$ cat config.mk
export PLATFORM = sky130hd
export DESIGN_NAME = sd_response_receiver
export DESIGN_NICKNAME = d
export VERILOG_FILES = /design/src/rtl/sd_response_receiver.sv
export SDC_FILE = /design/constraint.sdc
export NUM_CORES = 1
export LEC_CHECK = 0
export CAP_MARGIN = 20
export CORE_MARGIN = 5
export CORE_UTILIZATION = 35
export CTS_BUF_LIST = sky130_fd_sc_hd__clkbuf_4
export DETAILED_ROUTE_END_ITERATION = 10
export PLACE_DENSITY = 0.61
export SYNTH_ARGS = -nofsm -noshare
export SYNTH_HDL_FRONTEND = slang
export SYNTH_SLANG_ARGS = --single-unit
export TNS_END_PERCENT = 1
$ cat constraint.sdc
create_clock -name iClock_SD -period 2.2 [get_ports iClock_SD]
set_input_delay 0.33 -clock iClock_SD [delete_from_list [all_inputs] [get_ports iClock_SD]]
set_output_delay 0.33 -clock iClock_SD [all_outputs]
set_load 0.01 [all_outputs]
$ cat src/rtl/sd_response_receiver.sv
// SD CMD-line response receiver: waits up to TIMEOUT edges for a start bit,
// shifts in a 48-bit response MSB first and checks its CRC7 and framing bits.
module sd_response_receiver #(
  parameter int unsigned TIMEOUT = 64
) (
  input  logic        iClock_SD,
  input  logic        iReset,
  input  logic        iEnable_STP,
  input  logic        iCmd_in,
  output logic [37:0] oPad_response,
  output logic        oReception_complete,
  output logic        oNo_response,
  output logic        oCrc_error,
  output logic        oFrame_error
);

  typedef enum logic [2:0] {
    S_IDLE    = 3'd0,
    S_WAIT    = 3'd1,
    S_RECEIVE = 3'd2,
    S_DONE    = 3'd3,
    S_NO_RESP = 3'd4
  } state_t;

  // The TIMEOUT-th idle edge wins over a coincident start bit.
  localparam logic [7:0] TMO_LAST = 8'(TIMEOUT - 1);

  function automatic logic [6:0] crc7_step(input logic [6:0] crc, input logic bit_in);
    logic fb;
    fb = crc[6] ^ bit_in;
    return {crc[5:0], 1'b0} ^ (fb ? 7'h09 : 7'h00);
  endfunction

  state_t      state_q, state_d;
  logic [7:0]  tcnt_q, tcnt_d;
  logic [5:0]  bcnt_q, bcnt_d;
  logic [6:0]  crc_q, crc_d;
  logic [46:0] frame_q, frame_d;
  logic [47:0] full_s;
  logic [37:0] pad_q, pad_d;
  logic        done_q, done_d;
  logic        nores_q, nores_d;
  logic        crcerr_q, crcerr_d;
  logic        frmerr_q, frmerr_d;

  // On the last edge the register holds frame bits 47..1 and the pad supplies bit 0.
  assign full_s = {frame_q, iCmd_in};

  assign oPad_response       = pad_q;
  assign oReception_complete = done_q;
  assign oNo_response        = nores_q;
  assign oCrc_error          = crcerr_q;
  assign oFrame_error        = frmerr_q;

  // State register
  always_ff @(posedge iClock_SD or negedge iReset) begin
    if (!iReset) begin
      state_q <= S_IDLE;
    end else begin
      state_q <= state_d;
    end
  end

  // Next-state logic
  always_comb begin
    state_d = state_q;
    case (state_q)
      S_IDLE: begin
        if (iEnable_STP) state_d = S_WAIT;
        else             state_d = S_IDLE;
      end
      S_WAIT: begin
        if (!iEnable_STP)             state_d = S_IDLE;
        else if (tcnt_q == TMO_LAST)  state_d = S_NO_RESP;
        else if (!iCmd_in)            state_d = S_RECEIVE;
        else                          state_d = S_WAIT;
      end
      S_RECEIVE: begin
        if (!iEnable_STP)           state_d = S_IDLE;
        else if (bcnt_q == 6'd47)   state_d = S_DONE;
        else                        state_d = S_RECEIVE;
      end
      S_DONE, S_NO_RESP: begin
        if (!iEnable_STP) state_d = S_IDLE;
        else              state_d = state_q;
      end
      default: state_d = S_IDLE;
    endcase
  end

  // Datapath and registered-output next values, keyed on the transition taken
  always_comb begin
    tcnt_d   = tcnt_q;
    bcnt_d   = bcnt_q;
    crc_d    = crc_q;
    frame_d  = frame_q;
    pad_d    = pad_q;
    done_d   = done_q;
    nores_d  = nores_q;
    crcerr_d = crcerr_q;
    frmerr_d = frmerr_q;
    case (state_q)
      S_IDLE: begin
        if (state_d == S_WAIT) tcnt_d = 8'd0;
        else                   tcnt_d = tcnt_q;
      end
      S_WAIT: begin
        if (state_d == S_RECEIVE) begin
          frame_d = {46'd0, iCmd_in};
          bcnt_d  = 6'd1;
          crc_d   = crc7_step(7'h00, iCmd_in);
        end else if (state_d == S_NO_RESP) begin
          nores_d = 1'b1;
        end else if (state_d == S_WAIT) begin
          tcnt_d = tcnt_q + 8'd1;
        end else begin
          tcnt_d = tcnt_q;
        end
      end
      S_RECEIVE: begin
        if (state_d == S_RECEIVE) begin
          frame_d = full_s[46:0];
          bcnt_d  = bcnt_q + 6'd1;
          if (bcnt_q < 6'd40) crc_d = crc7_step(crc_q, iCmd_in);
          else                crc_d = crc_q;
        end else if (state_d == S_DONE) begin
          frame_d  = full_s[46:0];
          pad_d    = full_s[45:8];
          done_d   = 1'b1;
          crcerr_d = (crc_q != full_s[7:1]);
          frmerr_d = full_s[46] | ~full_s[0];
        end else begin
          frame_d = frame_q;
        end
      end
      S_DONE, S_NO_RESP: begin
        if (state_d == S_IDLE) begin
          done_d   = 1'b0;
          nores_d  = 1'b0;
          crcerr_d = 1'b0;
          frmerr_d = 1'b0;
        end else begin
          done_d = done_q;
        end
      end
      default: begin
        done_d = 1'b0;
      end
    endcase
  end

  // Datapath and output registers
  always_ff @(posedge iClock_SD or negedge iReset) begin
    if (!iReset) begin
      tcnt_q   <= 8'd0;
      bcnt_q   <= 6'd0;
      crc_q    <= 7'h00;
      frame_q  <= 47'd0;
      pad_q    <= 38'h0;
      done_q   <= 1'b0;
      nores_q  <= 1'b0;
      crcerr_q <= 1'b0;
      frmerr_q <= 1'b0;
    end else begin
      tcnt_q   <= tcnt_d;
      bcnt_q   <= bcnt_d;
      crc_q    <= crc_d;
      frame_q  <= frame_d;
      pad_q    <= pad_d;
      done_q   <= done_d;
      nores_q  <= nores_d;
      crcerr_q <= crcerr_d;
      frmerr_q <= frmerr_d;
    end
  end

endmodule

==> results.md <==
* Postcts setup bufs at 0
* Period minus WS final at 2.16 ns
* Reg2Reg Setup Slack at 0.04 ns
* Crit. End Element: register
* RSZ-0062 raised after global routing: true
* Clk_skew at 0.0173 ns
* Post-synth EDFFs at 0
* Top_reg_cell synth: dfrtp_1
* CP arrival at 2.51 ns
* Row count at 42
* Final net count at 421
* DP Area at 5570 um2
* Endpoints failing hold at 0
* Synth Warn # at 0
* Placed Cells at 578
* Global Route Usage Sum at 11.8%
* Worst Tran Pin Value at 0.703 ns
* Clk sinks at 112
* Final Cell Area at 5750 um2
* I/O pin count at 46
* Endpoints failing setup at 0
* Place WS at -0.130 ns
* Peak Freq at 0.463 GHz
* Storage element area at 2800 um2
* Antenna cell count at 0
* Root buf cell: clkbuf_4
* Num CTS Buffers at 9
* Initial DRT Pass Iterations at 4
* Largest net degree at the start of global routing at 51
* Relative slew slack at 53.1%
* GPL Wtd Cong at 0.809
* Syn avg cell area at 13.8 um2
* Routed vias/inst at 5.09
* Vias post-DR at 3034
* Clock power frac at 25.8%
* Crit path kind: register to register
* FF+latch count, synth at 112
* Number of buffers on the longest clock path at 2
* Synth area leaders: dfrtp_1, mux2_4, a22o_1, buf_12, mux2i_1
* Die width at 127 um
* Peak VDD IR at 0.239 mV
* Vias in the first global route at 2950
* Reg2Reg Capture Point: oPad_response[3]
* Multi-input gate area at 1870 um2
* Area leader, netlist: dfrtp_1
* DP Wirelength at 6180 um
* Combinational power share at 15.7%
* H-tree level count at 3
* DRC at 0
* Status: completed
* Met2 global-route usage at 18.0%
* Ys async rst share at 100%
* Drt initial violations at 145
* Area delta synth->final at 19.2%
* CP startpoint kind: register
* Leakage at 2.63 nW
* PD cells at 689 nW/um2
* Setup TNS at 0 ns
* Initial antenna violation count at 0
* Switching share of power at 28.3%
* Critical Path Start: state_q[1]
* FF-to-FF Start: state_q[1]
* GR met1 Demand/Resource at 16.5%
* First-pass GRT wire length at 15400 um
* Top cell type's share of synthesized area at 58.1%
* Reg2Reg Depth at 6
* Max-slew violation total from the final report at 0
* Core area at 13400 um2
* Layer with the highest usage: met2
* Crit path to: oPad_response[3]
* DIE AREA at 16200 um2
* Routed Antenna Nets at 0
* Detail-routed net length per standard cell at 15.6 um
* Filler instances at 1251
* Synthesized instance count at 349
* Hold Crit Class: input port to async pin
* Max Cap Violations at 0
* GR Util met3 at 2.38%
* Post-Layout Cell Count at 596
* Post-synth cell types at 46
* Reg power frac at 58.4%
* Layout cells sized above 1 at 22.6%
* Post-Syn Nets at 355
* CTS tree: yes
* Req. time, crit path at 2.55 ns
* Sequential element share of the synthesized area at 58.1%
* Maximum fanout along the worst path at 31
* Mapped cell area at 4820 um2
* Fin worst setup slack at 0.0405 ns
* Internal at 0.00284 W
* Switching power at 0.00112 W
* Top-count cell post-synth: dfrtp_1
* Starting Density at 36.0%
* Worst-skew pair later-pin latency at 0.47 ns
* Most instantiated cells after synthesis: dfrtp_1, a22o_1, mux2_4, nand2_1, o21ai_0
* Overflow after GRT at 0
* Die Y at 127 um
* Number of port buffers at 45
* Total Routed Length at 9300 um
* Fin crit share at 98.2%
* Reg clk slew, reported paths at 0.17 ns
==> how the worst min path moves through the flow <==
stage | depth (start not counted) | slack, ns | to | start
5_1_grt | 2 | 0.44 | oPad_response[27] | iReset
3_5_place_dp | 1 | 0.39 | oPad_response[25] | iReset
4_1_cts | 2 | 0.37 | oPad_response[25] | iReset
3_3_place_gp | 1 | 0.38 | oPad_response[25] | iReset
2_1_floorplan | 0 | 0.03 | bcnt_q[0] | iReset
6_report | 2 | 0.39 | oPad_response[24] | iReset
==> what timing repair did <==
action                     CTS  global route
pin swaps                    1             1
hold endpoints to repair    46             0
hold buffers                 1             0
gates cloned                 1             0
setup endpoints to repair   45            63
resized for setup            0             4
==> final cells by class <==
class / count / area share (%)
repair buffers: 73 / 11.8
multi-input cells: 209 / 32.5
flip-flops and latches: 112 / 48.8
inverters: 10 / 0.653
clock inverters: 7 / 1.24
well taps: 176 / 3.83
clock buffers: 9 / 1.18
==> registers in the layout, indices dropped and copies added, names as in the netlist <==
signal / flops
oPad_response: 38
bcnt_q: 6
oReception_complete: 1
crc_q: 7
tcnt_q: 8
oNo_response: 1
oCrc_error: 1
state_q: 3
frame_q: 46
oFrame_error: 1
==> stage by stage <==
step                      utilization (%)  power (W)  hold WS (ns)
final                                42.9    0.00396         0.392
after global routing                 42.9    0.00417         0.441
after CTS                            42.7    0.00402         0.367
after detailed placement             41.6    0.00297         0.386
after global placement               41.6    0.00295         0.378
after floorplan                         -    0.00273        0.0344
==> routing by layer <==
metal	wire [um]	share of wire, %	up-vias
met5	0	0	-
met4	176	1.9	0
met3	366	3.9	12
met2	4160	45	57
met1	4600	49	1550
li1	-	-	1415
==> placed cells by master (no fill, tap or decap), drive strengths merged, types with 2 or more instances in the layout <==
cell / n
nand2b: 7
clkdlybuf4s50: 44
o31ai: 3
mux2i: 7
xnor2: 8
and3: 4
nor2: 6
nand2: 17
nand3: 9
xor2: 5
buf: 28
inv: 11
clkbuf: 9
nor3: 7
clkinv: 5
a21oi: 7
nor4: 2
dfrtp: 112
nand4: 3
a31oi: 3
ha: 2
o21ai: 12
o21a: 2
mux2: 40
or4: 2
a22o: 50
==> power groups by stage <==
stage	logic, W	clock network [W]	registers (W)
after floorplan	0.000392	0	0.00234
after global placement	0.000603	0	0.00235
after detailed placement	0.000622	0	0.00235
after CTS	0.000629	0.00107	0.00231
after global routing	0.000694	0.00113	0.00234
final	0.000623	0.00102	0.00231
==> cell families after synthesis <==
group / share of synthesized area (%)
buffers and inverters: 3.89
muxes: 13.8
and+or+nand+nor: 7.14
adders and majority gates: 0.519
xor gates and xnor gates: 2.36
AOI/OAI and AO/OA: 14.2
DFF: 58.1
==> critical path, cell delays in order, from the launching register on <==
cell and delay, ns:
dfrtp_1 0.41, or3b_4 0.45, a211oi_4 0.26, a41o_4 0.16, and2_2 0.18, buf_12 0.24, mux2_4 0.33
No activity file was read; power rests on OpenSTA's default activity.
